`src/rtl/uart_result_arbiter.sv`:
```
// Round-robin arbiter that serializes one 32-bit result at a time onto a byte stream.
// Each frame is a tag header byte followed by the result bytes, least significant first.
module uart_result_arbiter #(
  parameter int         NUM_REQ_P      = 3,
  parameter int         RESULT_WIDTH_P = 32,
  parameter logic [7:0] HDR_BASE_P     = 8'hA0
) (
  input  logic                                clk_i,
  input  logic                                rst_ni,
  input  logic [NUM_REQ_P-1:0]                req_valid_i,
  input  logic [NUM_REQ_P*RESULT_WIDTH_P-1:0] req_data_i,
  output logic [NUM_REQ_P-1:0]                req_ready_o,
  output logic [7:0]                          tx_data_o,
  output logic                                tx_valid_o,
  input  logic                                tx_ready_i,
  output logic [NUM_REQ_P-1:0]                grant_o,
  output logic                                busy_o
);

  localparam int BYTES = RESULT_WIDTH_P / 8;
  localparam int CNT_W = (BYTES > 1) ? $clog2(BYTES) : 1;
  localparam logic [CNT_W-1:0] LAST_BYTE = CNT_W'(BYTES - 1);

  typedef enum logic [1:0] {IDLE, HDR, DATA} state_t;

  state_t                    state_reg, state_next;
  logic [3:0]                last_reg;
  logic [CNT_W-1:0]          cnt_reg, cnt_next;
  logic [RESULT_WIDTH_P-1:0] data_reg;
  logic [RESULT_WIDTH_P-1:0] data_in;
  logic [RESULT_WIDTH_P-1:0] req_slice [NUM_REQ_P];
  logic [7:0]                byte_sel [BYTES];
  logic [NUM_REQ_P-1:0]      pick_onehot;
  logic [3:0]                pick, pick_hi, pick_lo;
  logic                      found, found_hi;
  logic                      accept, handshake;
  logic                      tx_valid_next;
  logic [7:0]                tx_data_next;
  logic [NUM_REQ_P-1:0]      grant_next;
  logic                      busy_next;

  genvar gi;
  generate
    for (gi = 0; gi < NUM_REQ_P; gi++) begin : g_req
      assign req_slice[gi]   = req_data_i[gi*RESULT_WIDTH_P +: RESULT_WIDTH_P];
      assign pick_onehot[gi] = found && (pick == 4'(gi));
    end
    for (gi = 0; gi < BYTES; gi++) begin : g_byte
      assign byte_sel[gi] = data_reg[gi*8 +: 8];
    end
  endgenerate

  // Lowest valid index above the last grant wins; otherwise wrap to the lowest valid index.
  always_comb begin
    found_hi = 1'b0;
    pick_hi  = '0;
    found    = 1'b0;
    pick_lo  = '0;
    for (int i = 0; i < NUM_REQ_P; i++) begin
      if (!found_hi && req_valid_i[i] && (4'(i) > last_reg)) begin
        found_hi = 1'b1;
        pick_hi  = 4'(i);
      end
      if (!found && req_valid_i[i]) begin
        found   = 1'b1;
        pick_lo = 4'(i);
      end
    end
    pick = found_hi ? pick_hi : pick_lo;
  end

  always_comb begin
    data_in = '0;
    for (int i = 0; i < NUM_REQ_P; i++) begin
      if (pick_onehot[i]) data_in = req_slice[i];
    end
  end

  assign accept    = (state_reg == IDLE) && found;
  assign handshake = tx_valid_o && tx_ready_i;

  always_ff @(posedge clk_i or negedge rst_ni) begin
    if (!rst_ni) begin
      state_reg  <= IDLE;
      cnt_reg    <= '0;
      data_reg   <= '0;
      last_reg   <= 4'(NUM_REQ_P - 1);
      tx_valid_o <= 1'b0;
      tx_data_o  <= '0;
      grant_o    <= '0;
      busy_o     <= 1'b0;
    end else begin
      state_reg  <= state_next;
      cnt_reg    <= cnt_next;
      tx_valid_o <= tx_valid_next;
      tx_data_o  <= tx_data_next;
      grant_o    <= grant_next;
      busy_o     <= busy_next;
      if (accept) begin
        data_reg <= data_in;
        last_reg <= pick;
      end
    end
  end

  always_comb begin
    state_next = state_reg;
    case (state_reg)
      IDLE:    if (found) state_next = HDR;
      HDR:     if (handshake) state_next = DATA;
      DATA:    if (handshake && (cnt_reg == LAST_BYTE)) state_next = IDLE;
      default: state_next = IDLE;
    endcase
  end

  // Ready is gated by reset so no accept strobe is seen while the arbiter is held in reset.
  always_comb begin
    req_ready_o   = (rst_ni && accept) ? pick_onehot : '0;
    tx_valid_next = tx_valid_o;
    tx_data_next  = tx_data_o;
    grant_next    = grant_o;
    busy_next     = busy_o;
    cnt_next      = cnt_reg;
    case (state_reg)
      IDLE: begin
        if (found) begin
          tx_valid_next = 1'b1;
          tx_data_next  = HDR_BASE_P | {4'b0000, pick};
          grant_next    = pick_onehot;
          busy_next     = 1'b1;
        end
      end
      HDR: begin
        if (handshake) begin
          cnt_next     = '0;
          tx_data_next = byte_sel[0];
        end
      end
      DATA: begin
        if (handshake) begin
          if (cnt_reg == LAST_BYTE) begin
            tx_valid_next = 1'b0;
            tx_data_next  = '0;
            grant_next    = '0;
            busy_next     = 1'b0;
            cnt_next      = '0;
          end else begin
            cnt_next     = cnt_reg + 1'b1;
            tx_data_next = byte_sel[cnt_reg + 1'b1];
          end
        end
      end
      default: ;
    endcase
  end

endmodule

```
`config.mk`:
```
export PLATFORM = sky130hd
export DESIGN_NAME = uart_result_arbiter
export DESIGN_NICKNAME = d
export VERILOG_FILES = /design/src/rtl/uart_result_arbiter.sv
export SDC_FILE = /design/constraint.sdc
export NUM_CORES = 1
export LEC_CHECK = 0
export CAP_MARGIN = 20
export CORE_MARGIN = 2
export CORE_UTILIZATION = 40
export DETAILED_ROUTE_END_ITERATION = 7
export GPL_ROUTABILITY_DRIVEN = 1
export PLACE_DENSITY_LB_ADDON = 0.05
export SLEW_MARGIN = 5
export SYNTH_ARGS = -nofsm -noshare
export SYNTH_HDL_FRONTEND = slang
export SYNTH_SLANG_ARGS = --single-unit
```
`constraint.sdc`:
```
create_clock -name clk_i -period 4.07 [get_ports clk_i]
set_input_delay 0.814 -clock clk_i [delete_from_list [all_inputs] [get_ports clk_i]]
set_output_delay 0.814 -clock clk_i [all_outputs]
set_load 0.05 [all_outputs]
```
== Word-level counts from Yosys, hierarchy flattened ==
Index checks and enable logic that the tools add are counted.
Storage, ports and cells
  register bits: 52
  bits in latches: 0
  RAM bits: 0
  ROM bits: 0
  bits of input ports: 102
  output and inout bits: 16
  memories kept: 0
Cells by class
  add/sub/neg operators: 1
  multipliers: 0
  div/mod/pow operators: 0
  $lt $le $gt $ge: 4
  eq/ne operators: 10
  shift operators: 0
  multiplexer cells: 39
  bitwise operators: 1
  reduce and logical (&&, ||, !) cells: 27
Operators by type and width (number)
  2-to-1 mux 32 bit: 3
  2-to-1 mux 8 bit: 6
  one-hot mux 8 bit (3 select lines): 1
  binary-select mux 8 bit (select 2 bit): 1
  logical AND 1 bit: 14
  2-to-1 mux 2 bit: 7
  2-to-1 mux 3 bit: 4
  2-to-1 mux 1 bit: 11
  inequality test 2 bit (second input constant): 5
  greater-than comparator 1 x 4 -> 1 bit (first input constant): 2
  2-to-1 mux 4 bit: 2
  AND reduction 4 bit: 2
  one-hot mux 2 bit (3 select lines): 1
  one-hot mux 3 bit (2 select lines): 1
  AND reduction 3 bit: 2
  equality test 2 bit (second input constant): 2
  equality test 4 x 1 -> 1 bit (second input constant): 1
  equality test 4 x 2 -> 1 bit (second input constant): 1
  greater-than comparator 2 x 4 -> 1 bit (first input constant): 1
  zero test 1 bit: 4
  zero test 4 bit: 1
  one-hot mux 2 bit (2 select lines): 1
  nonzero test 2 bit: 2
  >= comparator 3 bit (second input constant): 1
  other kinds (6): 6

== Longest topological paths before layout ==
Gate-level depths: netlist (run 1).
  word-level depth: 17
  depth in mapped cells: 7
  gate-level depth less buffers: 6

== Least setup slack after synthesis (run 1) ==
Ideal clock, no wire load.
  path type: input -> output
  start: input req_valid_i[1]
  end: output req_ready_o[1]
  arrival time: 1928 ps
  setup slack: 1328 ps
  stages: 5
  buffers on the path: 2
  path through: or2b_1 o32ai_2 buf_6 buf_12 and3_1
On the way
  cells in the longest elaborated chain, start to end: 11
RTL lines
  start, declared: RTL line 10  | input logic [NUM_REQ_P-1:0] req_valid_i,
  logical AND 1 bit (2 in a row): RTL line 60  | if (!found_hi && req_valid_i[i] && (4'(i) > last_reg)) begin
  2-to-1 mux 1 bit: RTL line 60
  zero test 1 bit: RTL line 60
  logical AND 1 bit (2 in a row): RTL line 60
  2-to-1 mux 2 bit or 2-to-1 mux 1 bit (tied branches): RTL line 60
  2-to-1 mux 4 bit: RTL line 69  | pick = found_hi ? pick_hi : pick_lo;
  equality test 4 x 1 -> 1 bit: RTL line 46  | assign pick_onehot[gi] = found && (pick == 4'(gi));
  logical AND 1 bit: RTL line 46
  2-to-1 mux 3 bit (*): RTL line 118  | req_ready_o = (rst_ni && accept) ? pick_onehot : '0;
  end, declared: RTL line 12  | output logic [NUM_REQ_P-1:0] req_ready_o,
Every way passes the cells marked *; elsewhere a longest branch is shown, timed or not.

== Final worst setup path (run 1) ==
  start: input req_valid_i[1]
  end: output req_ready_o[2]
On the way
  cells in the longest elaborated chain, start to end: 11
RTL lines (RTL line)
  logical AND 1 bit (2 in a row): 60
  2-to-1 mux 1 bit: 60
  zero test 1 bit: 60
  logical AND 1 bit (2 in a row): 60
  2-to-1 mux 2 bit or 2-to-1 mux 1 bit (tied branches): 60
  2-to-1 mux 4 bit: 69
  equality test 4 x 2 -> 1 bit: 46
  logical AND 1 bit: 46
  2-to-1 mux 3 bit (*): 118
Marks and branches as above.

==> flow_summary.yaml, run 1 <==
run_status:
  status: "completed"
power:
  p_comb_frac: 0.585
  cellPowerDensity_nw_per_um2: 659
  p_leak_uw: 0.00198
  clkPwrFrac: 0.112
  p_seq_frac: 0.303
  sw_frac_of_total: 0.452
  intPower_uw: 1670
  vdd_drop_max_mv: 0.233
  power.switching_uw: 1380
layout:
  largest_reg_flops: 32
  area_growth_pct: 38.5
  seq_area_um2: 1250
  fin_nets: 556
  stdcell_count: 555
  diodes: 0
  final_layout_size_suffix_gt1_frac: 0.109
  n_fill_cell: 747
  multi_input_area_um2: 1790
synthesis:
  synthSimpleGateAreaFrac: 0.160
  syn_avg_cell_area_um2: 9.69
  synthTopCellsByArea: "dfrtp_1, mux2i_1, o221ai_2"
  yosys_most_used_dff: "dfrtp_1"
  synthArstFlopShare: 1.00
  syn_nets: 452
  synth-xor-area-share: 0
  synth_edf_count: 0
  synth_cells: 345
  yosysSeqAreaShare: 0.375
  ys_warn_count: 0
  syn_area_um2: 3340
  synthTopCellsByCount: "nand2_1, dfrtp_1, mux2i_1, inv_1, nor2b_1"
  synthAdderAreaFrac: 0.0187
  yosysUniqueCellTypes: 39
  synth-seq-cells: 50
  synthMuxAreaShare: 0.130
  yosysTopAreaCell: "dfrtp_1"
  yosysMostFrequentCell: "nand2_1"
  synth_top_family_by_area: "compound AO/OA/AOI/OAI gates"
  synth_top_area_share: 0.367
  synth_compound_area_frac: 0.222
critical_path:
  max_stage_delay_ns: 0.58
  cp-start-kind: "input pin"
  slowest_stage: "clkdlybuf4s50_1"
  crit_buf_inv: 2
  cp_num_cells: 6
  cp.arrival_ns: 2.19
  path_cells: "clkdlybuf4s50_1, nor3_4, nor2_2, nand2_1, nor2_1, buf_4"
  worstPathRequired_ns: 3.26
  cp_max_fo: 7
  crit_type: "input pin to output pin"
  crit_path_end_kind: "output pin"
  rr_worst_depth: 6
  critical-path-top-delay-family: "buffers and inverters"
clock_network:
  cts_setup_buffers: 0
  clk_transition_reported_paths_ns: 0.08
  cts_resized: 0
  cts_sinks: 50
  cts_max_path_buffers: 2
  cts_tree: "built"
  cts_hold_buffers: 0
  h-tree-depth: 2
  clockRootBuffer: "clkbuf_8"
  clkLatencyLatePin_ns: 0.30
  cts_made_buffers: 5
sta:
  fin_crit_sh: 0.738
  relSlewSlack: 0.367
  period_needed_ns: 3.01
  timing.fmax_ghz: 0.333
  setup-tns-final_ns: 0
  rsz0062_at_grt: "no"
  setup_viol_count_final: 0
  tightest_slew_ns: 0.946
  whs_ns: 0.492
  hold_violations: 0
  maxSlewViolCount: 0
  finClkSkew_ns: 0.00812
drt:
  wl_met1_um: 3700
  drt_pass1_iterations: 4
  wl_met3_um: 416
  dr_total_vias: 2848
  via_per_inst: 5.13
  drtIter0Drc: 121
  highest_layer: "met4"
  wire_per_inst_um: 15.1
  postRouteAntennaNets: 0
  wl_um: 8380
  met2_length_um: 4180
  drc: 0
floorplan:
  die_h_um: 95.4
  coreArea_um2: 8180
  die_x_um: 95.4
  rows: 33
  ioPinCount: 118
  dieArea_um2: 9100
  initial_core_util: 0.409
hold_path:
  whs_path_depth: 2
  min_path_type: "flip-flop to flip-flop"
global_routing:
  grt_pass1_wl_um: 13400
  grt_overflow: 0
  grt_pass1_vias: 2771
  grtUsageTotal: 0.188
  grt_max_degree: 51
  antenna_found_initial: 0
place:
  gp_congestion: 0.801
  placed_cells: 547
  numPortBuffers: 117
  dp_hpwl_um: 6230
run:
  max_cap_violations: 0
[cell families (layout without fill, tap and decap cells)]
logic type	count (synthesis)	count (layout)
AND/OR/NAND/NOR	108	108
flip-flops	50	50
multiplexers	41	41
AO/OA/AOI/OAI	78	78
adder cells (fa/ha/maj)	5	5
buffers and inverters	63	168
[area by class of cell]
| type | instances | area share |
|---|---|---|
| flip-flops and latches | 50 | 0.271 |
| clock buffers | 7 | 0.0165 |
| repair buffers | 121 | 0.260 |
| clock inverters | 1 | 0.00649 |
| inverters | 39 | 0.0316 |
| well taps | 105 | 0.0284 |
| multi-input cells | 232 | 0.387 |
[path summary, 6_finish.rpt]
check	end	slack, ns	start
worst max-delay path	req_ready_o[2]	1.06	req_valid_i[1]
min in group asynchronous	grant_o[1]	0.65	rst_ni
worst min-delay path	tx_data_o[2]	0.49	tx_data_o[2]
max in group asynchronous	data_reg[9]	2.98	rst_ni
worst min register to register	tx_data_o[2]	0.49	tx_data_o[2]
worst max register to register	data_reg[30]	1.65	state_reg[0]
[layout by cell type (no fill, tap or decap), drive strengths merged]
cell type,n
a221oi,5
a221o,1
clkdlybuf4s50,113
mux4,2
o31ai,1
a32o,1
nand3b,1
mux2i,39
nor2b,35
buf,8
and2,1
o221ai,32
inv,39
a22o,1
a31o,1
clkbuf,7
nand2b,1
dfstp,1
bufinv,1
and3,1
nor3,1
dfrtp,49
o32ai,1
o311ai,1
o21ai,24
a21oi,4
or2b,1
or2,1
nand2,55
ha,5
nand3,7
a22oi,4
nor2,4
o21a,2
[worst min-delay path, cell delays in order, from the launching register on]
cell and delay, ns:
dfrtp_1 0.35, nand2_1 0.05, o21ai_1 0.06
[per-layer routing]
metal	track usage	up-vias
met5	0	-
met1	0.251	1340
met3	0.0387	9
li1	-	1415
met2	0.312	84
met4	0.0464	0
[power groups by stage]
stage | clock [µW] | combinational (µW) | sequential [µW]
2_1_floorplan | 0 | 1220 | 1030
3_3_place_gp | 0 | 1760 | 938
3_5_place_dp | 0 | 1780 | 939
4_1_cts | 355 | 1790 | 928
5_1_grt | 371 | 1960 | 950
6_report | 340 | 1780 | 926
[stage by stage]
step / util / total power, µW / worst slack, ns / instance area, µm²
floorplan: - / 2260 / 1.33 / 3340
global placement: 0.553 / 2700 / 1.11 / 4520
detailed placement: 0.553 / 2720 / 1.03 / 4520
CTS: 0.566 / 3080 / 1.07 / 4630
global route: 0.566 / 3280 / 0.950 / 4630
finish: 0.566 / 3050 / 1.06 / 4630
Power figures use the tool's default switching activity.
==> inputs of run 2 (changes only) <==
- clock period: 4.07 -> 2.6 ns (I/O delays scaled with it)
==> run 2 against run 1 <==
Effect of this change:
- global-route usage is 0.32 points higher
- sequential power rose by 52%
- flip-flop and latch count is the same
- critical path depth decreased by 1
- cell count increased by 1.3%
- wire length fell by 0.11%
- die area stayed put
- final area is 1.7% higher
- hold slack lost 0.12 ns
- utilization up 0.98 points
- combinational power up 66%
==> flow_summary.yaml, run 2 (synthesis results as in run 1) <==
place:
  dp_hpwl_um: 6320
  gp_congestion: 0.798
  numPortBuffers: 117
  placed_cells: 554
run:
  max_cap_violations: 0
clock_network:
  cts_hold_buffers: 0
  cts_made_buffers: 5
  h-tree-depth: 2
  clk_transition_reported_paths_ns: 0.10
  cts_resized: 0
  clockRootBuffer: "clkbuf_8"
  cts_tree: "built"
  clkLatencyLatePin_ns: 0.30
  cts_sinks: 50
  cts_setup_buffers: 0
  cts_max_path_buffers: 2
layout:
  largest_reg_flops: 32
  final_layout_size_suffix_gt1_frac: 0.127
  diodes: 0
  fin_nets: 563
  stdcell_count: 562
  mostFrequentLayoutCell: "clkdlybuf4s50_1"
  area_growth_pct: 40.9
  n_fill_cell: 746
  final_cell_mix: "clkdlybuf4s50_1, nand2_1, dfrtp_1, mux2i_1, inv_1"
sta:
  rsz0062_at_grt: "no"
  setup-tns-final_ns: 0
  finClkSkew_ns: 0.0136
  hold_violations: 0
  maxSlewViolCount: 0
  tightest_slew_ns: 0.630
  relSlewSlack: 0.580
  period_needed_ns: 2.41
  setup_viol_count_final: 0
  fin_crit_sh: 0.927
  timing.fmax_ghz: 0.415
  whs_ns: 0.368
floorplan:
  initial_core_util: 0.409
  rows: 33
  die_x_um: 95.4
  coreArea_um2: 8180
  ioPinCount: 118
  dieArea_um2: 9100
  die_h_um: 95.4
global_routing:
  grt_max_degree: 51
  grt_pass1_wl_um: 13500
  grtUsageTotal: 0.191
  grt_pass1_vias: 2702
  grt_overflow: 0
  antenna_found_initial: 0
critical_path:
  crit_buf_inv: 2
  worstPathRequired_ns: 2.08
  cp_num_cells: 5
  cp_max_fo: 4
  rr_worst_depth: 5
  max_stage_delay_ns: 0.51
  critical-path-top-delay-family: "buffers and inverters"
  path_cells: "clkdlybuf4s50_1, or2b_1, o32ai_4, and3_1, buf_4"
  crit_path_end_kind: "output pin"
  cp.arrival_ns: 1.89
  slowest_stage: "clkdlybuf4s50_1"
  cp-start-kind: "input pin"
  crit_type: "input pin to output pin"
power:
  intPower_uw: 2630
  p_leak_uw: 0.00203
  clkPwrFrac: 0.094
  p_comb_frac: 0.613
  power.switching_uw: 2190
  cellPowerDensity_nw_per_um2: 1020
  sw_frac_of_total: 0.455
  vdd_drop_max_mv: 0.380
  total_power_uw: 4820
  p_seq_frac: 0.293
drt:
  dr_total_vias: 2874
  wl_um: 8370
  via_per_inst: 5.11
  wire_per_inst_um: 14.9
  drt_pass1_iterations: 4
  drc: 0
  drtIter0Drc: 124
  postRouteAntennaNets: 0
hold_path:
  min_path_type: "input pin to async pin"
run_status:
  status: "completed"
-- run 2: through the flow --
| stage | setup WS [ns] | cell area [µm²] | utilization |
|---|---|---|---|
| after global placement | 0.149 | 4610 | 0.564 |
| after CTS | 0.0752 | 4700 | 0.575 |
| after detailed placement | 0.0856 | 4610 | 0.564 |
| final | 0.189 | 4710 | 0.576 |
| after floorplan | 0.321 | 3340 | - |
| after global routing | 0.0908 | 4710 | 0.576 |
-- run 2: cell type report --
| cell class | count | area [µm²] | share of cell area |
|---|---|---|---|
| clock inverters | 2 | 13.8 | 0.00292 |
| inverters | 39 | 146 | 0.0311 |
| clock buffers | 6 | 72.6 | 0.0154 |
| multi-input cells | 232 | 1800 | 0.382 |
| well taps | 105 | 131 | 0.0279 |
| repair buffers | 128 | 1290 | 0.275 |
| flip-flops and latches | 50 | 1250 | 0.266 |
-- run 2: power by group through the flow --
stage / Combinational, µW / Clock (µW) / Sequential, µW
final: 2950 / 452 / 1410
after global routing: 3230 / 497 / 1450
after CTS: 2960 / 465 / 1420
after detailed placement: 2950 / 0 / 1440
after global placement: 2920 / 0 / 1430
after floorplan: 1920 / 0 / 1620
-- run 2: worst paths after layout --
| path | startpoint | end | slack [ns] |
|---|---|---|---|
| max | req_valid_i[0] | req_ready_o[1] | 0.19 |
| max in group asynchronous | rst_ni | state_reg[0] | 1.82 |
| min in group clk_i | tx_data_o[2] | tx_data_o[2] | 0.49 |
| min | rst_ni | cnt_reg[1] | 0.37 |
| min reg2reg | tx_data_o[2] | tx_data_o[2] | 0.49 |
| max reg2reg | cnt_reg[0] | tx_data_o[0] | 0.53 |
-- run 2: metal layers --
metal	routed length, µm	share of wire	GRT usage
met1	3540	0.42	0.253
met2	4330	0.52	0.328
met3	438	0.052	0.0364
met4	70	0.0084	0.0369
met5	0	0	0
